## src/rtl/wb_spi_sram_pkg.sv

```systemverilog
// Shared constants, types and lane helpers for the
// Wishbone to SPI SRAM bridge.
package wb_spi_sram_pkg;

   localparam logic [7:0] CMD_READ  = 8'h03;
   localparam logic [7:0] CMD_WRITE = 8'h02;

   localparam logic [1:0] ST_IDLE  = 2'd0;
   localparam logic [1:0] ST_SHIFT = 2'd1;
   localparam logic [1:0] ST_ACK   = 2'd2;

   typedef struct packed {
      logic [63:0] frame;
      logic [6:0]  nbits;
   } spi_frame_t;

   function automatic logic [1:0] lo_lane(
      input logic [3:0] sel
   );
      lo_lane = 2'd0;
      for (int i = 3; i >= 0; i--)
         if (sel[i]) lo_lane = 2'(i);
   endfunction

   function automatic logic [1:0] hi_lane(
      input logic [3:0] sel
   );
      hi_lane = 2'd0;
      for (int i = 0; i < 4; i++)
         if (sel[i]) hi_lane = 2'(i);
   endfunction

   function automatic logic [31:0] bswap(
      input logic [31:0] d
   );
      bswap = {d[7:0], d[15:8], d[23:16], d[31:24]};
   endfunction

endpackage

```

## src/rtl/wb_spi_sram_shifter.sv

```systemverilog
// SPI bit engine: frame shift register, bit counter,
// sclk phase and miso capture.
module spi_sram_shifter (
   input  logic        clk,
   input  logic        rst_n,
   input  logic        load,
   input  logic        active,
   input  logic [63:0] frame,
   input  logic [6:0]  nbits,
   input  logic        miso,
   output logic        mosi,
   output logic        phase,
   output logic        done,
   output logic [31:0] rx_next
);

   logic [63:0] sr;
   logic [6:0]  cnt;
   logic [6:0]  last;
   logic [31:0] rx;

   assign last    = nbits - 7'd1;
   assign mosi    = active & sr[63];
   assign done    = active & phase & (cnt == last);
   assign rx_next = {rx[30:0], miso};

   always_ff @(posedge clk or negedge rst_n) begin
      if (!rst_n) begin
         sr    <= '0;
         cnt   <= '0;
         phase <= 1'b0;
         rx    <= '0;
      end else if (load) begin
         sr    <= frame;
         cnt   <= '0;
         phase <= 1'b0;
      end else if (active) begin
         if (!phase) begin
            phase <= 1'b1;
         end else begin
            // sample miso at the edge that ends sclk high
            phase <= 1'b0;
            sr    <= {sr[62:0], 1'b0};
            cnt   <= cnt + 7'd1;
            rx    <= rx_next;
         end
      end
   end

endmodule

```

## src/rtl/wb_spi_sram.sv

```systemverilog
// Wishbone slave bridging 32-bit accesses onto a
// serial SPI SRAM (READ 0x03 / WRITE 0x02).
module wb_spi_sram
   import wb_spi_sram_pkg::*;
#(
   parameter int ADDR_W = 24
) (
   input  logic        clk,
   input  logic        rst_n,
   input  logic [31:0] i_wb_adr,
   input  logic [31:0] i_wb_dat,
   input  logic [3:0]  i_wb_sel,
   input  logic        i_wb_we,
   input  logic        i_wb_cyc,
   output logic [31:0] o_wb_rdt,
   output logic        o_wb_ack,
   output logic        o_spi_cs_n,
   output logic        o_spi_sclk,
   output logic        o_spi_mosi,
   input  logic        i_spi_miso,
   output logic        o_busy
);

   logic [1:0]  state;
   logic        we_q;
   logic        start;
   logic        shifting;
   logic        phase;
   logic        done;
   logic [31:0] rx_next;
   logic [1:0]  lo;
   logic [1:0]  hi;
   logic [2:0]  nbyte;
   logic [23:0] adr_f;
   logic [31:0] data_f;
   spi_frame_t  req;
   logic        unused_adr;

   assign start    = (state == ST_IDLE) & i_wb_cyc;
   assign shifting = (state == ST_SHIFT);

   assign lo = lo_lane(i_wb_sel);
   assign hi = hi_lane(i_wb_sel);

   assign nbyte = (i_wb_sel == 4'd0) ? 3'd0 :
                  3'(hi) - 3'(lo) + 3'd1;

   assign adr_f = 24'({i_wb_adr[ADDR_W-1:2],
                       i_wb_we ? lo : 2'b00});

   // lane lo moves to the top so it leaves first
   assign data_f = bswap(i_wb_dat) << {lo, 3'b000};

   always_comb begin
      req = '0;
      if (i_wb_we) begin
         req.frame = {CMD_WRITE, adr_f, data_f};
         req.nbits = 7'd32 + {1'b0, nbyte, 3'b000};
      end else begin
         req.frame = {CMD_READ, adr_f, 32'h0};
         req.nbits = 7'd64;
      end
   end

   assign unused_adr = &{1'b0, i_wb_adr[31:ADDR_W],
                         i_wb_adr[1:0]};

   spi_sram_shifter u_shifter (
      .clk     (clk),
      .rst_n   (rst_n),
      .load    (start),
      .active  (shifting),
      .frame   (req.frame),
      .nbits   (req.nbits),
      .miso    (i_spi_miso),
      .mosi    (o_spi_mosi),
      .phase   (phase),
      .done    (done),
      .rx_next (rx_next)
   );

   always_ff @(posedge clk or negedge rst_n) begin
      if (!rst_n) begin
         state    <= ST_IDLE;
         we_q     <= 1'b0;
         o_wb_rdt <= '0;
      end else begin
         unique case (state)
            ST_IDLE: begin
               if (i_wb_cyc) begin
                  state <= ST_SHIFT;
                  we_q  <= i_wb_we;
               end
            end
            ST_SHIFT: begin
               if (done) begin
                  state <= ST_ACK;
                  if (!we_q) o_wb_rdt <= bswap(rx_next);
               end
            end
            ST_ACK:  state <= ST_IDLE;
            default: state <= ST_IDLE;
         endcase
      end
   end

   assign o_spi_cs_n = ~shifting;
   assign o_spi_sclk = shifting & phase;
   assign o_wb_ack   = (state == ST_ACK);
   assign o_busy     = (state != ST_IDLE);

endmodule

```

## config.mk

```make
export PLATFORM = sky130hd
export DESIGN_NAME = wb_spi_sram
export DESIGN_NICKNAME = d
export VERILOG_FILES = /design/src/rtl/wb_spi_sram_pkg.sv /design/src/rtl/wb_spi_sram_shifter.sv /design/src/rtl/wb_spi_sram.sv
export SDC_FILE = /design/constraint.sdc
export NUM_CORES = 1
export LEC_CHECK = 0
export ABC_AREA = 1
export BUFFER_PORTS_ARGS = -buffer_cell sky130_fd_sc_hd__buf_2
export CORE_UTILIZATION = 60
export CTS_CLUSTER_SIZE = 25
export DETAILED_ROUTE_END_ITERATION = 7
export GPL_TIMING_DRIVEN = 0
export PLACE_DENSITY = 0.84
export SLEW_MARGIN = 20
export SYNTH_ARGS = -nofsm -noshare
export SYNTH_HDL_FRONTEND = slang
export SYNTH_SLANG_ARGS = --single-unit
```

## constraint.sdc

```tcl
create_clock -name clk -period 2.7 [get_ports clk]
set_input_delay 0.54 -clock clk [delete_from_list [all_inputs] [get_ports clk]]
set_output_delay 0.54 -clock clk [all_outputs]
set_load 0.005 [all_outputs]
```

==> reports/metrics.cfg <==
[timing]
maxSlewViolCount=0
relSlewSlack=0.630
post-route-period-util=0.963
setup_viol=0
period_needed_ns=2.60
worst_slew_pin_slew_ns=0.555
hold_slack_ns=0.223
max_freq_mhz=385
hold_viol_final=0
setup_slack_ns=0.101
clock_skew_ns=0.0117

[route]
vias_per_cell=5.54
routed_wl_um=16200
detail-route-antenna-nets=0
drt_iter0_drc=564
remaining_drc_errors=0
wire_per_inst_um=14.9
firstDrtPassIters=5
routed-via-count=6027

[cts]
insertion_delay_ns=0.52
clk_pin_slew_ns=0.07
cts_tree=built
clockBufferDepth=2
cts_sinks=138
cts_buffers=17
cts_root_buffer=clkbuf_8
h-tree-depth=4

[place]
dp_hpwl_um=10900
gp_congestion=0.903
port_buffers=99
pre_cts_slack_ns=-0.616

[critical_path]
cp-end-kind=flop
crit_top_cell=nand2_1
required_ns=3.12
slowest_delay_ns=0.28
crit_fanout=12
cp_slowest_cell=ha_4
startpoint_type=input pin
cp_cell_sequence=buf_6, inv_8, o21ai_4, nand2_2, buf_6, ha_4, ha_4, nand2_1, inv_1, nand2_2, ha_4, inv_1, nand2_1, nand4_1, nor2_2, nand2_2, nor2_8, nand3_4, buf_4, nand2_1, nand2_1
critical_path_arrival_ns=3.02
worst-setup-path-type=in -> reg

[floorplan]
coreArea_um2=10500
die-area_um2=11400
dieWidth_um=107
placementRows=37
start_util=0.628
io-pin-count=110
die_y_um=107

[layout]
diodes=0
syn2layout_area_growth_pct=21.3
final_layout_size_suffix_gt1_frac=0.201
fin_nets=1016

[logic_synthesis]
synth_cell_types=31
synth_area_um2=6570
ys_ff_latch=138
synthTopCellsByArea=dfrtp_1 (53%), nand2_1 (20%), inv_1 (3.7%)
avgSynthCellArea_um2=8.06
synthFlopType=dfrtp_1
synth_common_cells=nand2_1 (356), dfrtp_1 (138), inv_1 (64)
yosys_warnings=0
synth_area_leader_cell=dfrtp_1
async_flop_share=1.00
synth-edff-count=0
synth_top_cell_area_share=0.526
synth_seq_area_share=0.526
yosys.cell_count.top_type=nand2_1
syn_nets=892
syn_inst=815

[power_and_ir_drop]
p_int_mw=4.66
powerDensity_nw_per_um2=982
swShare=0.404
vdd_drop_max_uv=679
p_total_mw=7.82
p_leak_nw=4.33
pwr-share-comb=0.335
clkPwrFrac=0.282
p_seq_frac=0.383
p_sw_mw=3.16

[global_routing]
antenna_found_initial=0
grt_pass1_wl_um=26500
grt_start_max_net_pins=102
overflow=0
grt_pass1_vias=5685
grtUsageTotal=0.297

[flow_run]
maxCapViolCount=0

[worst_hold_path]
hold_class=in -> reg

[outcome]
outcome=finished clean

[cell usage in the layout, fill, tap and decap left out, types with 2 or more instances in the layout]
master and count:
a21oi_1 13, buf_1 3, buf_2 113, buf_4 7, buf_6 7, clkbuf_1 19
clkbuf_16 16, clkinv_1 2, clkinv_8 3, dfrtp_1 138, ha_4 3, inv_1 63
inv_2 5, inv_6 8, inv_8 2, nand2_1 354, nand2_2 11, nand3_1 13
nand4_1 34, nor2_1 18, nor2_2 4, nor3_1 4, o211ai_1 25, o21ai_0 29
o21ai_1 14, o221ai_1 21, o22ai_1 6
[final timing paths]
path	from	to	slack (ns)	cells past startpoint
max	i_wb_sel[3]	o_wb_rdt[12]	0.10	21
min	i_wb_adr[10]	u_shifter.sr[42]	0.22	3
max reg2reg	state[1]	u_shifter.sr[23]	0.73	8
min reg2reg	o_wb_rdt[17]	o_wb_rdt[17]	0.47	2
max in group asynchronous	rst_n	u_shifter.sr[20]	1.42	3
min in group asynchronous	rst_n	u_shifter.sr[44]	0.47	2
[power groups by stage]
stage | Combinational (mW) | Sequential, mW | Clock (mW)
global route | 2.97 | 3.05 | 2.31
CTS | 2.60 | 2.98 | 2.22
detailed placement | 2.56 | 3.00 | 0
global placement | 2.48 | 2.98 | 0
floorplan | 1.85 | 2.92 | 0
finish | 2.62 | 2.99 | 2.21
[sequential cells by signal, indices dropped and copies added (netlist names)]
register and cells:
u_shifter.sr 64, o_wb_rdt 32, u_shifter.phase 1, u_shifter.cnt 7, state 2, we_q 1, u_shifter.rx 31
[per-layer routing]
metal | GRT usage | wire [um] | vias up
met3 | 0.0541 | 860 | 41
met1 | 0.399 | 7050 | 2877
li1 | - | - | 2895
met5 | 0 | 0 | -
met2 | 0.480 | 7920 | 214
met4 | 0.121 | 411 | 0
[cell families after synthesis]
logic type      share of synthesized area
xor+xnor                          0.00133
simple gates                        0.280
flops                               0.526
fa+ha+maj                         0.00762
buf+inv                            0.0760
compound gates                      0.109
[stage by stage]
| step | instances | instance area (um^2) | setup TNS (ns) | utilization |
|---|---|---|---|---|
| floorplan | 815 | 6610 | -3.04 | - |
| global placement | 1050 | 7280 | -121.91 | 0.696 |
| detailed placement | 1051 | 7320 | -19.82 | 0.699 |
| CTS | 1084 | 7890 | 0 | 0.754 |
| global route | 1088 | 7970 | -0.00360 | 0.761 |
| finish | 1088 | 7970 | 0 | 0.761 |
[area by class of cell]
class,instances,area (um^2)
multi-input combinational,559,2670
sequential,138,3450
tap,136,170
clock buffer,17,414
buffer,45,230
fill,763,2500
clock inverter,15,151
inverter,71,274
timing repair buffer,107,602
[critical path, delay by kind of cell]
kind	cells	cell delay, ns
buf+inv	6	0.59
fa+ha+maj	3	0.68
simple gates	11	1.06
compound gates	1	0.13
[what timing repair did]
| action | in CTS | in global routing |
|---|---|---|
| setup buffers | 0 | 3 |
| gates cloned | 0 | 3 |
| pin swaps | 3 | 5 |
| hold buffers | 1 | 0 |
| resized for setup | 1 | 12 |
| hold endpoints to repair | 37 | 0 |
| endpoints found under the setup margin | 30 | 33 |
(Power assumes the default switching activity.)
